$ cat src/rtl/alu_pkg.sv
// rtl/alu_pkg.sv - shared constants and types for the ALU issue controller
// Contents: TotalALU function codes, result-kind encoding, issue FSM states,
// default parameter values and the single-cycle opcode classifier.
package alu_pkg;

  localparam int W_DEF          = 32;
  localparam int DIV_CYCLES_DEF = 33;
  localparam int DIV_SETTLE_DEF = 2;

  localparam logic [5:0] F_IDLE = 6'd0;
  localparam logic [5:0] F_AND  = 6'd36;
  localparam logic [5:0] F_OR   = 6'd37;
  localparam logic [5:0] F_ADD  = 6'd32;
  localparam logic [5:0] F_SUB  = 6'd34;
  localparam logic [5:0] F_SLT  = 6'd42;
  localparam logic [5:0] F_SRL  = 6'd2;
  localparam logic [5:0] F_DIVU = 6'd27;
  localparam logic [5:0] F_MFHI = 6'd16;
  localparam logic [5:0] F_MFLO = 6'd18;

  typedef enum logic [1:0] {
    KIND_NORMAL = 2'd0,
    KIND_HI     = 2'd1,
    KIND_LO     = 2'd2,
    KIND_ERR    = 2'd3
  } res_kind_e;

  typedef enum logic [2:0] {
    S_IDLE,
    S_EXEC,
    S_DIV_WAIT,
    S_DIV_SETTLE,
    S_MFHI,
    S_MFLO,
    S_ERR
  } state_e;

  // Operations whose result is available from the ALU in the cycle after issue.
  function automatic logic is_basic_op(input logic [5:0] f);
    case (f)
      F_AND, F_OR, F_ADD, F_SUB, F_SLT, F_SRL: return 1'b1;
      default:                                 return 1'b0;
    endcase
  endfunction

endpackage

$ cat src/rtl/alu_issue_ctrl_if.sv
// rtl/alu_issue_ctrl_if.sv - decode, TotalALU and result-consumer signals of the issue controller
// Ports (as signals): op_valid/op_ready/op_funct/op_a/op_b from decode,
// alu_dataA/alu_dataB/alu_signal/alu_out to and from TotalALU,
// res_valid/res_ready/res_data/res_kind to the result consumer.
// slave: the controller side. master: the surrounding environment.
interface alu_issue_ctrl_if #(parameter int W = 32);

  logic         op_valid;
  logic         op_ready;
  logic [5:0]   op_funct;
  logic [W-1:0] op_a;
  logic [W-1:0] op_b;
  logic [W-1:0] alu_dataA;
  logic [W-1:0] alu_dataB;
  logic [5:0]   alu_signal;
  logic [W-1:0] alu_out;
  logic         res_valid;
  logic         res_ready;
  logic [W-1:0] res_data;
  logic [1:0]   res_kind;

  modport slave (
    input  op_valid, op_funct, op_a, op_b, alu_out, res_ready,
    output op_ready, alu_dataA, alu_dataB, alu_signal, res_valid, res_data, res_kind
  );

  modport master (
    output op_valid, op_funct, op_a, op_b, alu_out, res_ready,
    input  op_ready, alu_dataA, alu_dataB, alu_signal, res_valid, res_data, res_kind
  );

endinterface

$ cat src/rtl/alu_result_buf.sv
// rtl/alu_result_buf.sv - one-entry valid/ready result buffer
// Ports: clk, reset (async, active-high); load/load_data/load_kind capture a
// result; load_allowed says a load is accepted this cycle; res_valid/res_ready/
// res_data/res_kind form the output handshake.
module alu_result_buf
  import alu_pkg::*;
#(
  parameter int W = W_DEF
) (
  input  logic         clk,
  input  logic         reset,
  input  logic         load,
  input  logic [W-1:0] load_data,
  input  res_kind_e    load_kind,
  output logic         load_allowed,
  output logic         res_valid,
  input  logic         res_ready,
  output logic [W-1:0] res_data,
  output logic [1:0]   res_kind
);

  logic         valid_q, valid_d;
  logic [W-1:0] data_q, data_d;
  logic [1:0]   kind_q, kind_d;

  // A full buffer being drained this cycle can take a new entry on the same edge.
  assign load_allowed = !valid_q || res_ready;

  always_comb begin
    valid_d = valid_q;
    data_d  = data_q;
    kind_d  = kind_q;
    if (load && load_allowed) begin
      valid_d = 1'b1;
      data_d  = load_data;
      kind_d  = load_kind;
    end else if (res_ready) begin
      valid_d = 1'b0;
    end
  end

  always_ff @(posedge clk or posedge reset) begin
    if (reset) begin
      valid_q <= 1'b0;
      data_q  <= '0;
      kind_q  <= KIND_NORMAL;
    end else begin
      valid_q <= valid_d;
      data_q  <= data_d;
      kind_q  <= kind_d;
    end
  end

  assign res_valid = valid_q;
  assign res_data  = data_q;
  assign res_kind  = kind_q;

endmodule

$ cat src/rtl/alu_issue_ctrl.sv
// rtl/alu_issue_ctrl.sv - issue stage feeding TotalALU with a buffered result return
// Ports: clk; reset (async, active-high, shared with TotalALU);
// bus (slave): decode handshake in, ALU operands/Signal out, ALU output in,
// buffered result handshake out.
module alu_issue_ctrl
  import alu_pkg::*;
#(
  parameter int W          = W_DEF,
  parameter int DIV_CYCLES = DIV_CYCLES_DEF,
  parameter int DIV_SETTLE = DIV_SETTLE_DEF
) (
  input logic             clk,
  input logic             reset,
  alu_issue_ctrl_if.slave bus
);

  localparam int CNT_W = $clog2(DIV_CYCLES + DIV_SETTLE);

  state_e           state_q, state_d;
  logic [CNT_W-1:0] cnt_q, cnt_d;
  logic [W-1:0]     a_q, a_d, b_q, b_d;
  logic [5:0]       sig_q, sig_d;

  logic             load;
  logic             load_allowed;
  logic [W-1:0]     load_data;
  res_kind_e        load_kind;

  always_comb begin
    state_d   = state_q;
    cnt_d     = cnt_q;
    a_d       = a_q;
    b_d       = b_q;
    sig_d     = sig_q;
    load      = 1'b0;
    load_data = bus.alu_out;
    load_kind = KIND_NORMAL;
    case (state_q)
      S_IDLE: begin
        if (bus.op_valid) begin
          a_d = bus.op_a;
          b_d = bus.op_b;
          if (is_basic_op(bus.op_funct)) begin
            sig_d   = bus.op_funct;
            state_d = S_EXEC;
          end else if (bus.op_funct == F_DIVU) begin
            sig_d   = F_DIVU;
            cnt_d   = CNT_W'(DIV_CYCLES - 1);
            state_d = S_DIV_WAIT;
          end else begin
            // Unknown codes never reach the ALU; they only produce an error result.
            sig_d   = F_IDLE;
            state_d = S_ERR;
          end
        end
      end
      S_EXEC: begin
        if (load_allowed) begin
          load    = 1'b1;
          sig_d   = F_IDLE;
          state_d = S_IDLE;
        end
      end
      // The divide runs on its own timeline inside the ALU, so these two
      // countdowns never wait for the result buffer.
      S_DIV_WAIT: begin
        if (cnt_q == '0) begin
          sig_d   = F_IDLE;
          cnt_d   = CNT_W'(DIV_SETTLE - 1);
          state_d = S_DIV_SETTLE;
        end else begin
          cnt_d = cnt_q - 1'b1;
        end
      end
      S_DIV_SETTLE: begin
        if (cnt_q == '0) begin
          sig_d   = F_MFHI;
          state_d = S_MFHI;
        end else begin
          cnt_d = cnt_q - 1'b1;
        end
      end
      S_MFHI: begin
        if (load_allowed) begin
          load      = 1'b1;
          load_kind = KIND_HI;
          sig_d     = F_MFLO;
          state_d   = S_MFLO;
        end
      end
      S_MFLO: begin
        if (load_allowed) begin
          load      = 1'b1;
          load_kind = KIND_LO;
          sig_d     = F_IDLE;
          state_d   = S_IDLE;
        end
      end
      S_ERR: begin
        if (load_allowed) begin
          load      = 1'b1;
          load_data = '0;
          load_kind = KIND_ERR;
          state_d   = S_IDLE;
        end
      end
      default: state_d = S_IDLE;
    endcase
  end

  always_ff @(posedge clk or posedge reset) begin
    if (reset) begin
      state_q <= S_IDLE;
      cnt_q   <= '0;
      a_q     <= '0;
      b_q     <= '0;
      sig_q   <= F_IDLE;
    end else begin
      state_q <= state_d;
      cnt_q   <= cnt_d;
      a_q     <= a_d;
      b_q     <= b_d;
      sig_q   <= sig_d;
    end
  end

  assign bus.op_ready   = (state_q == S_IDLE);
  assign bus.alu_dataA  = a_q;
  assign bus.alu_dataB  = b_q;
  assign bus.alu_signal = sig_q;

  alu_result_buf #(.W(W)) u_result_buf (
    .clk          (clk),
    .reset        (reset),
    .load         (load),
    .load_data    (load_data),
    .load_kind    (load_kind),
    .load_allowed (load_allowed),
    .res_valid    (bus.res_valid),
    .res_ready    (bus.res_ready),
    .res_data     (bus.res_data),
    .res_kind     (bus.res_kind)
  );

endmodule

$ cat src/flat_wrapper.sv
// flat-port wrapper written by rule: the top's interface ports become plain ports
module alu_issue_ctrl_flat import alu_pkg::*;
#(
  parameter int W          = W_DEF,
  parameter int DIV_CYCLES = DIV_CYCLES_DEF,
  parameter int DIV_SETTLE = DIV_SETTLE_DEF
)
  (clk, reset, bus_op_valid, bus_op_funct, bus_op_a, bus_op_b, bus_alu_out, bus_res_ready, bus_op_ready, bus_alu_dataA, bus_alu_dataB, bus_alu_signal, bus_res_valid, bus_res_data, bus_res_kind);
  alu_issue_ctrl_if #(.W(W)) bus_i ();
  input logic clk;
  input logic reset;
  input wire logic [$bits(bus_i.op_valid)-1:0] bus_op_valid;
  input wire logic [$bits(bus_i.op_funct)-1:0] bus_op_funct;
  input wire logic [$bits(bus_i.op_a)-1:0] bus_op_a;
  input wire logic [$bits(bus_i.op_b)-1:0] bus_op_b;
  input wire logic [$bits(bus_i.alu_out)-1:0] bus_alu_out;
  input wire logic [$bits(bus_i.res_ready)-1:0] bus_res_ready;
  output wire logic [$bits(bus_i.op_ready)-1:0] bus_op_ready;
  output wire logic [$bits(bus_i.alu_dataA)-1:0] bus_alu_dataA;
  output wire logic [$bits(bus_i.alu_dataB)-1:0] bus_alu_dataB;
  output wire logic [$bits(bus_i.alu_signal)-1:0] bus_alu_signal;
  output wire logic [$bits(bus_i.res_valid)-1:0] bus_res_valid;
  output wire logic [$bits(bus_i.res_data)-1:0] bus_res_data;
  output wire logic [$bits(bus_i.res_kind)-1:0] bus_res_kind;
  assign bus_i.op_valid = bus_op_valid;
  assign bus_i.op_funct = bus_op_funct;
  assign bus_i.op_a = bus_op_a;
  assign bus_i.op_b = bus_op_b;
  assign bus_i.alu_out = bus_alu_out;
  assign bus_i.res_ready = bus_res_ready;
  assign bus_op_ready = bus_i.op_ready;
  assign bus_alu_dataA = bus_i.alu_dataA;
  assign bus_alu_dataB = bus_i.alu_dataB;
  assign bus_alu_signal = bus_i.alu_signal;
  assign bus_res_valid = bus_i.res_valid;
  assign bus_res_data = bus_i.res_data;
  assign bus_res_kind = bus_i.res_kind;
  alu_issue_ctrl #(.W(W), .DIV_CYCLES(DIV_CYCLES), .DIV_SETTLE(DIV_SETTLE)) u_core (.clk(clk), .reset(reset), .bus(bus_i));
endmodule
$ cat config.mk
export PLATFORM = sky130hd
export DESIGN_NAME = alu_issue_ctrl_flat
export DESIGN_NICKNAME = d
export VERILOG_FILES = /design/src/rtl/alu_pkg.sv /design/src/rtl/alu_issue_ctrl_if.sv /design/src/rtl/alu_result_buf.sv /design/src/rtl/alu_issue_ctrl.sv /design/src/flat_wrapper.sv
export SDC_FILE = /design/constraint.sdc
export NUM_CORES = 1
export LEC_CHECK = 0
export BUFFER_PORTS_ARGS = -buffer_cell sky130_fd_sc_hd__buf_2
export CAP_MARGIN = 20
export CORE_MARGIN = 2
export CORE_UTILIZATION = 40
export DETAILED_ROUTE_END_ITERATION = 8
export PLACE_DENSITY = 0.69
export SETUP_SLACK_MARGIN = 0.2
export SLEW_MARGIN = 10
export SYNTH_ARGS = -nofsm -noshare
export SYNTH_HDL_FRONTEND = slang
export SYNTH_HIERARCHICAL = 1
export SYNTH_SLANG_ARGS = --single-unit
$ cat constraint.sdc
create_clock -name clk -period 3.2 [get_ports clk]
set_input_delay 0.48 -clock clk [delete_from_list [all_inputs] [get_ports clk]]
set_output_delay 0.48 -clock clk [all_outputs]
set_load 0.02 [all_outputs]
==> impl_metrics.env, run 1 <==
export IMPL_fmax_mhz=458.5
export IMPL_start_util=0.4052
export IMPL_setup_worst_path_start_class="flop"
export IMPL_setup_violations=0
export IMPL_die_area_um2=13600
export IMPL_io_buffers=211
export IMPL_grt_pass1_vias=3696
export IMPL_grt_ovfl_total=0
export IMPL_grt_usage=0.1731
export IMPL_max_stage_delay_ps=720
export IMPL_drcViolationCount=0
export IMPL_rrSetupSlack_ps=1020
export IMPL_use_met2=0.2636
export IMPL_wire_per_inst_um=15.14
export IMPL_use_met3=0.09497
export IMPL_chipHeight_um=116.6
export IMPL_crit_buf_inv=0
export IMPL_hold_viol_final=0
export IMPL_clk_path_buf_depth=2
export IMPL_synth_edff_count=0
export IMPL_die_w_um=116.6
export IMPL_final_area_um2=6869
export IMPL_async_reset_ff_frac=1.000
export IMPL_drive_gt1_frac=0.5903
export IMPL_status="finished clean"
export IMPL_clk_insertion_delay_late_ps=410
export IMPL_ant_nets=0
export IMPL_ctsResizeCount=0
export IMPL_cts_setup_buffers=0
export IMPL_swShare=0.3710
export IMPL_place_gp_congestion=0.7603
export IMPL_slew_headroom=0.4427
export IMPL_rsz0062_at_grt="false"
export IMPL_drt_first_pass_iters=4
export IMPL_ys_types=48
export IMPL_cp_arrival_ps=2460
export IMPL_area_delta_synth_final_pct=35.42
export IMPL_p_sw_mw=2.961
export IMPL_power_density_nw_per_um2=1162
export IMPL_synth_seq_cells=114
export IMPL_critPathKind="flop to flop"
export IMPL_vias=3683
export IMPL_crit_slowest_cell="dfrtp_1"
export IMPL_crit_path_max_fanout=34
export IMPL_critPathRequiredTime_ps=3480
export IMPL_dpl_hpwl_mm=8.354
export IMPL_synth_ff_type="dfrtp_1"
export IMPL_cts_max_level=4
export IMPL_path_cells="o21ai_0 > a21oi_1 > nand2_4 > mux2_4"
export IMPL_instances_no_fill=770
export IMPL_cts_root_buf="clkbuf_16"
export IMPL_cts_tree="yes"
export IMPL_synth_nets=474
export IMPL_worst_pin_slew_ps=835.9
export IMPL_p_leak_nw=3.384
export IMPL_min_period_over_period=0.6815
export IMPL_drtIter0Drc=135
export IMPL_postSynthAreaPerCell_um2=13.82
export IMPL_clockPowerShare=0.238
export IMPL_diodes=0
export IMPL_antenna_found_initial=0
export IMPL_p_int_mw=5.020
export IMPL_cpLargestDelayFamily="flip-flops"
export IMPL_finalMaxSlewViolations=0
export IMPL_period_minus_slack_ps=2181
export IMPL_vdd_drop_max_mv=0.7000
export IMPL_pwr_share_comb=0.436
export IMPL_cts_buffers=17
export IMPL_endpoint_kind="flop"
export IMPL_grt_max_degree=69
export IMPL_dpl_cell_area_um2=6250
export IMPL_clock_skew_final_ps=5.836
export IMPL_tns_ps=0
export IMPL_dp_cells=737
export IMPL_synth_seq_area_share=0.5624
export IMPL_max_cap_violations=0
export IMPL_busiest_layer="met2"
export IMPL_seqPwrFrac=0.326
export IMPL_yosys_warnings=6
export IMPL_routed_via_density=4.783
export IMPL_clock_sinks=114
export IMPL_fp_row_count=41
export IMPL_netlist_area_um2=5072
export IMPL_synthCells=367
export IMPL_clkTransAtPathRegs_ps=50
export IMPL_hold_buffers=0
export IMPL_io_pins=212
export IMPL_coreArea_um2=12520
export IMPL_grtUsageMet1=0.2063
export IMPL_drt_wl_total_mm=11.66
export IMPL_grt_pass1_wl_mm=18.09
export IMPL_hold_path_class="input port to async pin"
export IMPL_final_nets=692
final cells by class:
| class | count | area [µm²] |
|---|---|---|
| clock inverters | 8 | 127.6 |
| well taps | 172 | 215.2 |
| repair buffers | 216 | 1106 |
| inverters | 4 | 16.27 |
| flip-flops and latches | 114 | 2853 |
| fillers | 1104 | 5648 |
| clock buffers | 24 | 471.7 |
| multi-input cells | 232 | 2079 |
power groups by stage:
| stage | clock network (mW) | registers (mW) | logic, mW |
|---|---|---|---|
| 2_1_floorplan | 0 | 3.36 | 1.76 |
| 3_3_place_gp | 0 | 2.58 | 3.42 |
| 3_5_place_dp | 0 | 2.62 | 3.50 |
| 4_1_cts | 1.95 | 2.61 | 3.51 |
| 5_1_grt | 2.03 | 2.71 | 3.75 |
| 6_report | 1.90 | 2.61 | 3.48 |
through the flow:
step	hold slack [ps]	power, mW	util	setup slack, ps
floorplan	478.6	5.120	-	696.6
global placement	472.4	6.003	0.4993	1077
detailed placement	480.2	6.119	0.4993	1013
CTS	183.8	8.068	0.5472	1014
global route	59.62	8.486	0.5488	854.9
finish	44.47	7.981	0.5488	1019
state kept, by name (all words and copies together), names as in the netlist:
signal	flops
u_core/bus.alu_dataB	32
u_core/bus.alu_signal	6
u_core/u_result_buf/res_kind	2
u_core/cnt_q	6
u_core/u_result_buf/res_valid	1
u_core/bus.alu_dataA	32
u_core/u_result_buf/res_data	32
u_core/state_q	3
Yosys cell counts, types with 2 or more instances:
cell,number,area [µm²]
buf_2,6,30.03
buf_12,3,60.06
nand2b_1,9,56.30
a21o_1,3,22.52
a21oi_1,5,25.02
mux2_2,67,754.5
nor2_1,15,56.30
o21ai_1,7,35.03
nor3_1,7,35.03
inv_1,4,15.01
mux2_4,30,450.4
clkbuf_1,4,15.01
a32o_1,3,30.03
buf_4,3,22.52
nor2_2,2,12.51
dfrtp_1,114,2853
nor2b_1,2,12.51
and2_1,33,206.5
nand2_1,10,37.54
o22a_1,2,17.52
nand3b_1,2,15.01
o21ai_0,10,50.05
cell families after synthesis:
kind of cell | Yosys count | synth area share
DFF | 114 | 0.5624
muxes | 98 | 0.2398
and+or+nand+nor | 93 | 0.1095
AOI/OAI and AO/OA | 40 | 0.05698
buffers and inverters | 21 | 0.02886
adders and majority gates | 1 | 0.002466
metal layers:
layer,share of wire,vias to the layer above
met5,0,-
met4,0.014,0
met3,0.12,13
met2,0.46,175
met1,0.41,1765
li1,-,1730
cell usage in the layout (no fill, tap or decap), types with 2 or more instances in the layout:
cell type,instances
buf_2,211
dfrtp_1,114
mux2_2,67
and2_1,33
mux2_4,30
clkbuf_16,17
nor2_1,15
nand2_1,10
o21ai_0,10
nand2b_1,9
nor3_1,7
o21ai_1,7
clkbuf_1,5
a21oi_1,5
buf_4,4
bufinv_16,3
a21o_1,3
a32o_1,3
inv_1,3
clkbuf_8,2
clkinv_2,2
clkinvlp_4,2
clkinv_4,2
nand3b_1,2
nor2_2,2
o22a_1,2
nor2b_1,2
final timing paths:
kind / start / endpoint / cells past startpoint
setup / recovery: u_core/state_q[0]$_DFFE_PP0P_ / u_core/u_result_buf/res_data[10]$_DFFE_PP0P_ / 4
hold / removal: reset / u_core/bus.alu_dataB[21]$_DFFE_PP0P_ / 2
setup reg to reg: u_core/state_q[0]$_DFFE_PP0P_ / u_core/u_result_buf/res_data[10]$_DFFE_PP0P_ / 4
hold reg to reg: u_core/bus.alu_signal[3]$_DFFE_PP0P_ / u_core/bus.alu_signal[3]$_DFFE_PP0P_ / 2
max in group asynchronous: reset / u_core/bus.alu_dataB[8]$_DFFE_PP0P_ / 4
min in group clk: bus_op_a[16] / u_core/bus.alu_dataA[16]$_DFFE_PP0P_ / 2
No activity file was read; power rests on OpenSTA's default activity.
==> inputs of run 2 (changes only) <==
==> constraint.sdc (replaced) <==
create_clock -name clk -period 2.2 [get_ports clk]
set_input_delay 0.33 -clock clk [delete_from_list [all_inputs] [get_ports clk]]
set_output_delay 0.33 -clock clk [all_outputs]
set_load 0.02 [all_outputs]
==> impl_metrics.env, run 2 (synthesis gave the netlist of run 1 again) <==
export IMPL_min_period_over_period=0.8822
export IMPL_chipHeight_um=116.6
export IMPL_ant_nets=0
export IMPL_coreArea_um2=12520
export IMPL_grt_usage=0.1727
export IMPL_fmax_mhz=515.2
export IMPL_final_common_cell="buf_2"
export IMPL_rsz0062_at_grt="true"
export IMPL_final_nets=696
export IMPL_rrSetupSlack_ps=260
export IMPL_cp_startpoint="u_core/cnt_q[1]$_DFFE_PP0P_"
export IMPL_setup_worst_path_start_class="flop"
export IMPL_grt_max_degree=80
export IMPL_cts_max_level=4
export IMPL_clock_skew_final_ps=8.826
export IMPL_crit_path_max_fanout=6
export IMPL_critPathKind="flop to flop"
export IMPL_final_area_um2=6935
export IMPL_diodes=0
export IMPL_grt_pass1_vias=3744
export IMPL_critPathRequiredTime_ps=2490
export IMPL_tns_ps=0
export IMPL_reg2reg_depth=7
export IMPL_dpl_cell_area_um2=6320
export IMPL_grt_ovfl_total=0
export IMPL_hold_viol_final=0
export IMPL_setup_violations=0
export IMPL_hold_buffers=0
export IMPL_clk_insertion_delay_late_ps=410
export IMPL_hold_path_class="input port to async pin"
export IMPL_regToRegStartpoint="u_core/cnt_q[1]$_DFFE_PP0P_"
export IMPL_mostFrequentLayoutCells="buf_2 (211), dfrtp_1 (114), mux2_2 (67)"
export IMPL_die_w_um=116.6
export IMPL_finalMaxSlewViolations=0
export IMPL_slew_headroom=0.6940
export IMPL_clk_path_buf_depth=2
export IMPL_cts_root_buf="clkbuf_16"
export IMPL_power_density_nw_per_um2=1684
export IMPL_cp_arrival_ps=2230
export IMPL_place_gp_congestion=0.7909
export IMPL_die_area_um2=13600
export IMPL_dpl_hpwl_mm=8.493
export IMPL_wire_per_inst_um=15.21
export IMPL_endpoint_kind="flop"
export IMPL_cts_tree="yes"
export IMPL_drt_wl_total_mm=11.77
export IMPL_vdd_drop_max_mv=0.9116
export IMPL_vias=3695
export IMPL_status="finished clean"
export IMPL_clkTransAtPathRegs_ps=50
export IMPL_start_util=0.4052
export IMPL_r2r_end="u_core/bus.alu_signal[2]$_DFFE_PP0P_"
export IMPL_antenna_found_initial=0
export IMPL_cts_buffers=17
export IMPL_routed_via_density=4.774
export IMPL_drtIter0Drc=161
export IMPL_period_minus_slack_ps=1941
export IMPL_drive_gt1_frac=0.6047
export IMPL_area_delta_synth_final_pct=36.73
export IMPL_drt_first_pass_iters=4
export IMPL_p_leak_nw=3.415
export IMPL_grt_pass1_wl_mm=18.03
export IMPL_fp_row_count=41
export IMPL_clock_sinks=114
export IMPL_drcViolationCount=0
export IMPL_io_pins=212
export IMPL_max_cap_violations=0
export IMPL_io_buffers=211
export IMPL_worst_pin_slew_ps=459.0
==> run 2: layout make-up <==
class	count	area, µm²
Fill cell	1084	5582
Sequential cell	114	2853
Multi-Input combinational cell	232	2105
Timing Repair Buffer	220	1161
Clock buffer	17	425.4
Tap cell	172	215.2
Clock inverter	15	157.7
Inverter	4	18.77
==> run 2: critical path, cell delays in order (launching register included) <==
cell and delay [ps]:
dfrtp_1 390, inv_1 100, ha_4 140, or4b_4 520
nor2_4 170, a211oi_4 100, buf_4 180, a22o_1 230
==> run 2: routing by layer <==
layer  track usage  share of wire  vias to the layer above  wire, µm
met1        0.2013           0.41                     1761      4852
met5             0              0                        -         0
met4       0.06353          0.015                        0       177
met3       0.08614           0.12                       18      1357
li1              -              -                     1738         -
met2        0.2760           0.46                      178      5385
==> run 2: worst max path at each step <==
stage                                            to  slack [ps]  cells after the start
6_report       u_core/bus.alu_signal[2]$_DFFE_PP0P_         260                      7
5_1_grt        u_core/bus.alu_signal[2]$_DFFE_PP0P_         190                      7
4_1_cts        u_core/bus.alu_signal[2]$_DFFE_PP0P_         220                      7
3_5_place_dp   u_core/bus.alu_signal[2]$_DFFE_PP0P_         230                      7
3_3_place_gp   u_core/bus.alu_signal[2]$_DFFE_PP0P_         300                      7
2_1_floorplan  u_core/bus.alu_signal[2]$_DFFE_PP0P_         480                      6
==> run 2: where the power goes <==
| group | switching (mW) | internal [mW] | total [mW] |
|---|---|---|---|
| clock | 1.00 | 1.68 | 2.68 |
| sequential | 0.612 | 3.15 | 3.76 |
| combinational | 2.83 | 2.40 | 5.23 |
| total | 4.45 | 7.23 | 11.7 |
==> run 2: timing repair <==
item | in CTS | in global routing
setup endpoints to repair | 0 | 8
buffers inserted | 0 | 1
resized for setup | 0 | 5
==> run 2: metrics by stage <==
stage	cells	setup WS (ps)	power [mW]	hold slack, ps	utilization
2_1_floorplan	367	476.6	7.448	464.7	-
3_3_place_gp	741	298.7	8.857	465.3	0.5049
3_5_place_dp	741	233.1	9.009	478.6	0.5049
4_1_cts	773	215.7	11.76	42.91	0.5515
5_1_grt	774	187.4	12.42	55.49	0.5541
6_report	774	259.2	11.68	44.83	0.5541
